<file path="src/rtl/sub16_pkg.sv">
// Shared constants and state type for the bit-serial 16-bit subtractor.
package sub16_pkg;
  localparam int WIDTH = 16;
  localparam int CNT_W = 4;

  typedef enum logic [1:0] {
    IDLE = 2'd0,
    RUN  = 2'd1,
    DONE = 2'd2
  } state_e;
endpackage

</file>
<file path="src/rtl/full_sub.sv">
// One-bit full subtractor: d = a - b - bin, with borrow-out.
module full_sub (
  input  logic a,
  input  logic b,
  input  logic bin,
  output logic d,
  output logic bout
);
  assign d    = a ^ b ^ bin;
  assign bout = (~a & b) | (~(a ^ b) & bin);
endmodule

</file>
<file path="src/rtl/serial_sub16.sv">
// Bit-serial 16-bit subtractor, one bit per clock, LSB first.
// Optional zr/ng status flags are built when SERIAL_SUB16_FLAGS_EN is defined.
module serial_sub16
  import sub16_pkg::*;
(
  input  logic             clk,
  input  logic             reset,
  input  logic             start,
  input  logic [WIDTH-1:0] x,
  input  logic [WIDTH-1:0] y,
  output logic             ready,
  output logic             busy,
  output logic             done,
  output logic [WIDTH-1:0] Diff,
  output logic             Borrow
`ifdef SERIAL_SUB16_FLAGS_EN
  ,
  output logic             zr,
  output logic             ng
`endif
);
  localparam logic [CNT_W-1:0] CNT_LAST = 4'd15;

  state_e           state_q, state_d;
  logic [CNT_W-1:0] cnt_q, cnt_d;
  logic [WIDTH-1:0] a_q, a_d, b_q, b_d;
  logic [WIDTH-2:0] w_q, w_d;
  logic             bin_q, bin_d;
  logic [WIDTH-1:0] diff_q, diff_d;
  logic             borrow_q, borrow_d;
  logic             ready_q, ready_d, busy_q, busy_d, done_q, done_d;
  logic             zr_q, zr_d, ng_q, ng_d;
  logic             d_s, bout_s;
  logic             accept_s;
  logic [WIDTH-1:0] res_s;

  full_sub u_full_sub (
    .a   (a_q[0]),
    .b   (b_q[0]),
    .bin (bin_q),
    .d   (d_s),
    .bout(bout_s)
  );

  // Next-state, datapath step and output-register update.
  always_comb begin
    state_d  = state_q;
    cnt_d    = cnt_q;
    a_d      = a_q;
    b_d      = b_q;
    w_d      = w_q;
    bin_d    = bin_q;
    diff_d   = diff_q;
    borrow_d = borrow_q;
    zr_d     = zr_q;
    ng_d     = ng_q;
    accept_s = start & ready_q;
    res_s    = {d_s, w_q};

    case (state_q)
      IDLE, DONE: begin
        if (accept_s) begin
          state_d = RUN;
          a_d     = x;
          b_d     = y;
          w_d     = {(WIDTH-1){1'b0}};
          bin_d   = 1'b0;
          cnt_d   = {CNT_W{1'b0}};
        end else begin
          state_d = IDLE;
        end
      end
      RUN: begin
        a_d   = {1'b0, a_q[WIDTH-1:1]};
        b_d   = {1'b0, b_q[WIDTH-1:1]};
        w_d   = {d_s, w_q[WIDTH-2:1]};
        bin_d = bout_s;
        cnt_d = cnt_q + 4'd1;
        // Counter wraps to zero on the same edge the result is published.
        if (cnt_q == CNT_LAST) begin
          state_d  = DONE;
          diff_d   = res_s;
          borrow_d = bout_s;
          zr_d     = (res_s == 16'h0000);
          ng_d     = res_s[WIDTH-1];
        end else begin
          state_d = RUN;
        end
      end
      default: begin
        state_d = IDLE;
      end
    endcase

    ready_d = (state_d == IDLE) || (state_d == DONE);
    busy_d  = (state_d == RUN);
    done_d  = (state_d == DONE);
  end

  // State and datapath registers with synchronous reset.
  always_ff @(posedge clk) begin
    if (reset) begin
      state_q  <= IDLE;
      cnt_q    <= {CNT_W{1'b0}};
      a_q      <= {WIDTH{1'b0}};
      b_q      <= {WIDTH{1'b0}};
      w_q      <= {(WIDTH-1){1'b0}};
      bin_q    <= 1'b0;
      diff_q   <= {WIDTH{1'b0}};
      borrow_q <= 1'b0;
      zr_q     <= 1'b1;
      ng_q     <= 1'b0;
      ready_q  <= 1'b1;
      busy_q   <= 1'b0;
      done_q   <= 1'b0;
    end else begin
      state_q  <= state_d;
      cnt_q    <= cnt_d;
      a_q      <= a_d;
      b_q      <= b_d;
      w_q      <= w_d;
      bin_q    <= bin_d;
      diff_q   <= diff_d;
      borrow_q <= borrow_d;
      zr_q     <= zr_d;
      ng_q     <= ng_d;
      ready_q  <= ready_d;
      busy_q   <= busy_d;
      done_q   <= done_d;
    end
  end

  assign ready  = ready_q;
  assign busy   = busy_q;
  assign done   = done_q;
  assign Diff   = diff_q;
  assign Borrow = borrow_q;

`ifdef SERIAL_SUB16_FLAGS_EN
  assign zr = zr_q;
  assign ng = ng_q;
`else
  logic unused_flags_s;
  assign unused_flags_s = zr_q ^ ng_q;
`endif
endmodule
</file>
<file path="config.mk">
export PLATFORM = sky130hd
export DESIGN_NAME = serial_sub16
export DESIGN_NICKNAME = d
export VERILOG_FILES = /design/src/rtl/sub16_pkg.sv /design/src/rtl/full_sub.sv /design/src/rtl/serial_sub16.sv
export SDC_FILE = /design/constraint.sdc
export NUM_CORES = 1
export LEC_CHECK = 0
export BUFFER_PORTS_ARGS = -buffer_cell sky130_fd_sc_hd__buf_2
export CORE_UTILIZATION = 30
export CTS_CLUSTER_DIAMETER = 150
export DETAILED_ROUTE_END_ITERATION = 10
export PLACE_DENSITY = 0.53
export SYNTH_ARGS = -nofsm -noshare
export SYNTH_HDL_FRONTEND = slang
export SYNTH_HIERARCHICAL = 1
export SYNTH_SLANG_ARGS = --single-unit
</file>
<file path="constraint.sdc">
create_clock -name clk -period 1.5 [get_ports clk]
set_input_delay 0.225 -clock clk [delete_from_list [all_inputs] [get_ports clk]]
set_output_delay 0.225 -clock clk [all_outputs]
set_load 0.02 [all_outputs]
</file>
==> results of run 1 <==
[cell usage after synthesis (2+ instances only)]
cell	instances	share of area (%)
nor3_1	61	11
nor2_1	31	4.2
nand4_1	3	0.68
nand3b_1	2	0.55
nand3_1	7	1.3
inv_1	4	0.55
buf_6	2	0.82
nor3_4	2	1.2
o21ai_0	31	5.6
buf_2	14	2.6
clkbuf_1	7	0.96
a22o_1	32	10
dfxtp_1	74	54
nand2_1	4	0.55
buf_4	2	0.55
a21oi_1	6	1.1
[worst max-delay path by stage]
stage	endpoint	slack, ns	cells past startpoint
3_5_place_dp	cnt_q[0]	0.11	5
6_report	cnt_q[0]	0.09	5
2_1_floorplan	Diff[10]	0.18	5
4_1_cts	cnt_q[0]	0.08	5
3_3_place_gp	cnt_q[0]	0.15	5
5_1_grt	Diff[1]	0.01	5
[critical path: cells and delay by family (launching register included)]
kind	cells	cell delay, ns
simple gates	2	0.31
buf+inv	2	0.34
flops	1	0.40
mux	1	0.26
[through the flow]
stage / instance area, sq um / instances
after floorplan: 2746 / 293
after global placement: 3188 / 449
after detailed placement: 3188 / 449
after CTS: 3398 / 465
after global routing: 3398 / 465
final: 3398 / 465
[metal layers]
layer | routed length (um) | vias to the layer above | global-route usage (%)
met2 | 2972 | 49 | 22.64
met4 | 30 | 0 | 4.895
met5 | 0 | - | 0
met1 | 2987 | 1091 | 18.59
li1 | - | 1163 | -
met3 | 282 | 2 | 4.317
[layout by cell type (no fill, tap or decap)]
cell type	n
a22o_1	32
a21oi_4	1
inv_6	2
nand3_1	7
and3_1	1
nor3_1	61
a21oi_1	6
nor2b_2	1
fa_1	1
o31ai_1	1
or4_1	1
a21o_1	1
buf_12	2
nand3b_1	2
buf_4	17
inv_1	4
clkinv_4	2
nor2_1	31
nand2b_2	1
clkbuf_8	10
nand4_1	3
dfxtp_1	74
nand2_1	4
ha_1	1
mux2_2	1
nor3_4	2
clkinvlp_4	1
bufinv_16	1
o21ai_0	31
buf_2	54
and3b_1	1
[flip-flops by register name, indices dropped and copies added (netlist names)]
| register | cells |
|---|---|
| Borrow | 1 |
| bin_q | 1 |
| a_q | 16 |
| busy | 1 |
| ready | 1 |
| w_q | 15 |
| done | 1 |
| b_q | 16 |
| state_q | 2 |
| Diff | 16 |
| cnt_q | 4 |
[cell families after synthesis]
group	Yosys count
multiplexers	1
AO/OA/AOI/OAI	72
buffers and inverters	29
AND/OR/NAND/NOR	115
flip-flops	74
adder cells (fa/ha/maj)	2
[power by group]
| part | internal [mW] | switching, mW |
|---|---|---|
| combinational | 0.234 | 0.320 |
| clock | 0.832 | 0.781 |
| sequential | 2.09 | 0.0632 |
| total | 3.15 | 1.16 |
[final cells by class]
type	count	share of cell area (%)
inverters	4	0.4418
multi-input cells	190	32.92
clock buffers	10	4.050
well taps	108	3.976
flip-flops and latches	74	43.59
clock inverters	6	2.135
repair buffers	73	12.89
==> metrics.md, run 1 <==
| Metric | Value |
|---|---|
| # rows | 34 |
| Synth Flop Type | dfxtp_1 |
| Kind of critical path | flop to flop |
| Slew @ Worst Pin | 0.3811 ns |
| Max Clk Rate | 0.7084 GHz |
| Post CTS Setup Buffer Count | 0 |
| Multi-input logic area | 0.001119 sq mm |
| Final core occ | 38.59% |
| Die height | 97.68 um |
| Largest family of logic cells by synthesized area | simple AND/OR/NAND/NOR gates |
| DP HPWL | 4.197 mm |
| Synth Area in XOR/XNOR | 0% |
| GRT Total Usage | 14.35% |
| DR iter-0 viols | 90 |
| Post-route ant nets | 0 |
| Post-synth EDFFs | 0 |
| Mapped Cells | 293 |
| CP Launch Type | flop |
| Reg2Reg Setup Slack | 0.09 ns |
| CTS clk-pin slew, worst paths | 0.08 ns |
| Ys Warns | 6 |
| Worst hold stages | 3 |
| Register area | 0.001481 sq mm |
| Root buffer cell | clkbuf_8 |
| Hold Path End | a_q[15] |
| Setup Viol. Count Final | 0 |
| Synthesized area | 0.002746 sq mm |
| Final Hold Fails | 0 |
| Worst setup EP type | flop |
| Critical path launch point | state_q[0] |
| Layout cells sized above 1 | 26.61% |
| Worst flop-to-flop path endpoint | cnt_q[0] |
| Total power | 4.319 mW |
| Status | finished with violations |
| Worst Path Max Fanout | 7 |
| Crit path DAT | 1.64 ns |
| Initial antenna violation count | 0 |
| Peak VDD IR | 455.1 uV |
| CTS tree | yes |
| Required time worst endpoint | 1.73 ns |
| Cell Pwr Density | 1271 mW/mm^2 |
| DRT Wirelength | 6.272 mm |
| Total Negative Setup Slacks | 0 ns |
| Final min period | 1.412 ns |
| Leakage | 1.433 nW |
| Pin count of the biggest net entering global routing | 24 |
| Hold WS | 0.1276 ns |
| DIE WIDTH | 97.68 um |
| CTS Buf Count | 9 |
| First-pass GRT wire length | 11.10 mm |
| Mapped Nets | 330 |
| PortBufs | 54 |
| Final period util | 94.11% |
| Worst r2r src | state_q[0] |
| Post-Synth Adder-Cell Area | 1.185% |
| Length in cells of the worst reg-to-reg path | 5 |
| Initial Utilization | 31.19% |
| Per-cell routed wire length | 13.49 um |
| Unique masters post-synth | 27 |
| Slowest CP cell | dfxtp_1 |
| Post-synthesis mux area share | 0.4100% |
| First-pass iteration count of the detailed router | 7 |
| H-tree levels | 3 |
| RSZ-0062 raised after global routing | false |
| Async SR Flop Fraction | 0% |
| Core ar. | 0.008806 sq mm |
| Die ar. | 0.009541 sq mm |
| Worst hold path class | primary input to flop |
| Vias/cell | 4.957 |
| Final-stage net count | 389 |
| I/O pins | 55 |
| Final Max Slew Viols | 0 |
| Seq cells post-synth | 74 |
| Critical-path cell list | nor2b_2 -> buf_4 -> nor3_4 -> buf_4 -> mux2_2 |
| Synth Area in Simple Gates | 20.96% |
| Total gr overflow | 0 |
| # DRC | 10 |
| Clk_lat worst skew | 0.34 ns |
| Layout area overhead | 23.74% |
| CTS max path bufs | 2 |
| Sequential cell area fraction in the yosys report | 53.94% |
| ANT cells | 0 |
| Hold_sp | x[15] |
| Gpl congestion | 0.7515 |
| Final Skew | 0.007011 ns |
| Vias in the first global route | 2283 |
| CTS Hold Bufs | 0 |
| Worst slack, placed | 0.1098 ns |
| Compound-Gate Fraction of Synth Area | 18.09% |
| PnR worst setup slack | 0.08841 ns |
| Violated checks | design-rule violations |
| Fillers | 913 |
| Most frequent cell on the critical path | buf_4 |
| Syn_area_per_cell | 9.373 sq um |
| Normalized max-slew margin | 74.59% |
| Clk sinks | 74 |
| Vias | 2305 |
| CTS resizes | 0 |
| Max-cap violations | 0 |
| Max incr delay on CP | 0.40 ns |
Power figures use the tool's default switching activity.
==> inputs of run 2 (changes only) <==
clock period = 1.45 ns   (was 1.5 ns; I/O delays follow)
==> metrics.md, run 2 (same netlist as run 1, synthesis figures left out) <==
| Metric | Value |
|---|---|
| Status | finished with violations |
| Violated checks | design-rule violations |
| Root buffer cell | clkbuf_8 |
| Clk_lat worst skew | 0.34 ns (about the same) |
| Cell Area, Placed | 0.003191 sq mm (about the same) |
| Slowest CP cell | dfxtp_1 |
| Vias | 2271 (-1.5%) |
| Critical-path cell list | nor2b_2 -> buf_12 -> a21oi_4 -> buf_12 -> a22o_1 |
| Per-cell routed wire length | 12.87 um (-4.6%) |
| Most common cell after layout, fill and taps aside | dfxtp_1 |
| Initial Utilization | 31.19% (unchanged) |
| Worst hold path class | primary input to flop |
| # DRC | 10 (unchanged) |
| CTS tree | yes |
| # rows | 34 (unchanged) |
| Total gr overflow | 0 (unchanged) |
| Final-stage net count | 386 (-0.77%) |
| I/O pins | 55 (unchanged) |
| Die ar. | 0.009541 sq mm (unchanged) |
| ANT cells | 0 (unchanged) |
| Final period util | 93.29% (-0.81 points) |
| PortBufs | 54 (unchanged) |
| Levels on crit path | 5 (unchanged) |
| CTS resizes | 0 (unchanged) |
| Max Clk Rate | 0.7392 GHz (+4.4%) |
| Setup Viol. Count Final | 0 (unchanged) |
| Final Skew | 0.006659 ns (-0.0003514 ns) |
| Layout area overhead | 24.37% |
| Gpl congestion | 0.7133 (-5.1%) |
| First-pass iteration count of the detailed router | 8 (+1) |
| First-pass GRT wire length | 10.40 mm (-6.3%) |
| Normalized max-slew margin | 75.04% (+0.45 points) |
| Final min period | 1.353 ns (-0.05886 ns) |
| Total power | 4.588 mW (+6.2%) |
| Total Negative Setup Slacks | 0 ns (unchanged) |
| Crit path DAT | 1.59 ns (-0.05 ns) |
| Die height | 97.68 um (unchanged) |
| DRT Wirelength | 5.944 mm (-5.2%) |
| CTS max path bufs | 2 (unchanged) |
| CTS Hold Bufs | 0 (unchanged) |
| Worst Path Buf+Inv | 2 (unchanged) |
| DR iter-0 viols | 113 (+26%) |
| RSZ-0062 raised after global routing | false |
| Design Area, Final | 0.003416 sq mm (+0.52%) |
| Vias in the first global route | 2155 (-5.6%) |
| Worst setup EP type | flop |
| DP HPWL | 4.006 mm (-4.5%) |
| CTS Buf Count | 9 (unchanged) |
| Max-cap violations | 0 (unchanged) |
| Worst Path Max Fanout | 26 (+19) |
| Post CTS Setup Buffer Count | 0 (unchanged) |
| Pin count of the biggest net entering global routing | 36 (+50%) |
| H-tree levels | 3 (unchanged) |
| Most frequent cells in the layout | dfxtp_1, nor3_1, buf_2 |
| Initial antenna violation count | 0 (unchanged) |
| GRT Total Usage | 13.73% (-0.62 points) |
| Post-route ant nets | 0 (unchanged) |
| Most frequent cell on the critical path | buf_12 |
| Slew @ Worst Pin | 0.3744 ns (-0.006700 ns) |
| PnR worst setup slack | 0.09726 ns (+0.008859 ns) |
| Vias/cell | 4.916 (-0.84%) |
| Worst hold stages | 3 (unchanged) |
| CTS clk-pin slew, worst paths | 0.08 ns (about the same) |
| Kind of critical path | flop to flop |
| Final Max Slew Viols | 0 (unchanged) |
| Max incr delay on CP | 0.39 ns (about the same) |
| Cell Pwr Density | 1343 mW/mm^2 (+5.7%) |
| Clk sinks | 74 (unchanged) |
| Layout cells sized above 1 | 25.99% (-0.62 points) |
| Worst slack, placed | 0.09967 ns (-0.01012 ns) |
| Final Hold Fails | 0 (unchanged) |
| CP Launch Type | flop |
| Core ar. | 0.008806 sq mm (unchanged) |
| DIE WIDTH | 97.68 um (unchanged) |
| Leakage | 1.429 nW (-0.31%) |
| Required time worst endpoint | 1.69 ns (-0.04 ns) |
| CP delay by family, top | flip-flops |
| Length in cells of the worst reg-to-reg path | 5 (unchanged) |
| Peak VDD IR | 525.3 uV (+15%) |
## run 2: cell type report
type	count	area, sq um
sequential	74	1481
inverter	4	15.01
clock inverter	7	101.3
timing repair buffer	70	440.4
clock buffer	9	123.9
tap	108	135.1
fill	914	5390
multi-input combinational	190	1119
## run 2: power by group
group / total, mW / switching, mW / leakage, nW / internal [mW]
logic: 0.572 / 0.326 / 0.719 / 0.246
clock network: 1.79 / 0.811 / 0.106 / 0.980
registers: 2.22 / 0.0641 / 0.604 / 2.16
## run 2: tightest hold or removal path: stages
cell and delay (ns):
buf_2 0.10, nand2_1 0.04, a21oi_1 0.05
## run 2: routing by layer
layer	global-route usage, %	share of wire [%]	up-vias	routed length, um
met2	20.73	43	42	2577
li1	-	-	1162	-
met5	0	0	-	0
met3	3.741	4.9	10	291
met1	18.46	50	1057	2969
met4	5.594	1.8	0	105
## run 2: final timing paths
path	slack (ns)	endpoint	start
worst min register to register	0.47	a_q[15]	a_q[15]
worst max-delay path	0.1	Diff[2]	state_q[0]
worst max register to register	0.1	Diff[2]	state_q[0]
worst min-delay path	0.11	a_q[15]	x[15]
## run 2: metrics by stage
stage               hold WS [ns]  util, %  instances
finish                    0.1119    38.79        462
global route              0.1030    38.79        462
global placement          0.4499    36.23        446
CTS                      0.09937    38.79        462
detailed placement        0.4555    36.23        446
floorplan                 0.3535        -        293
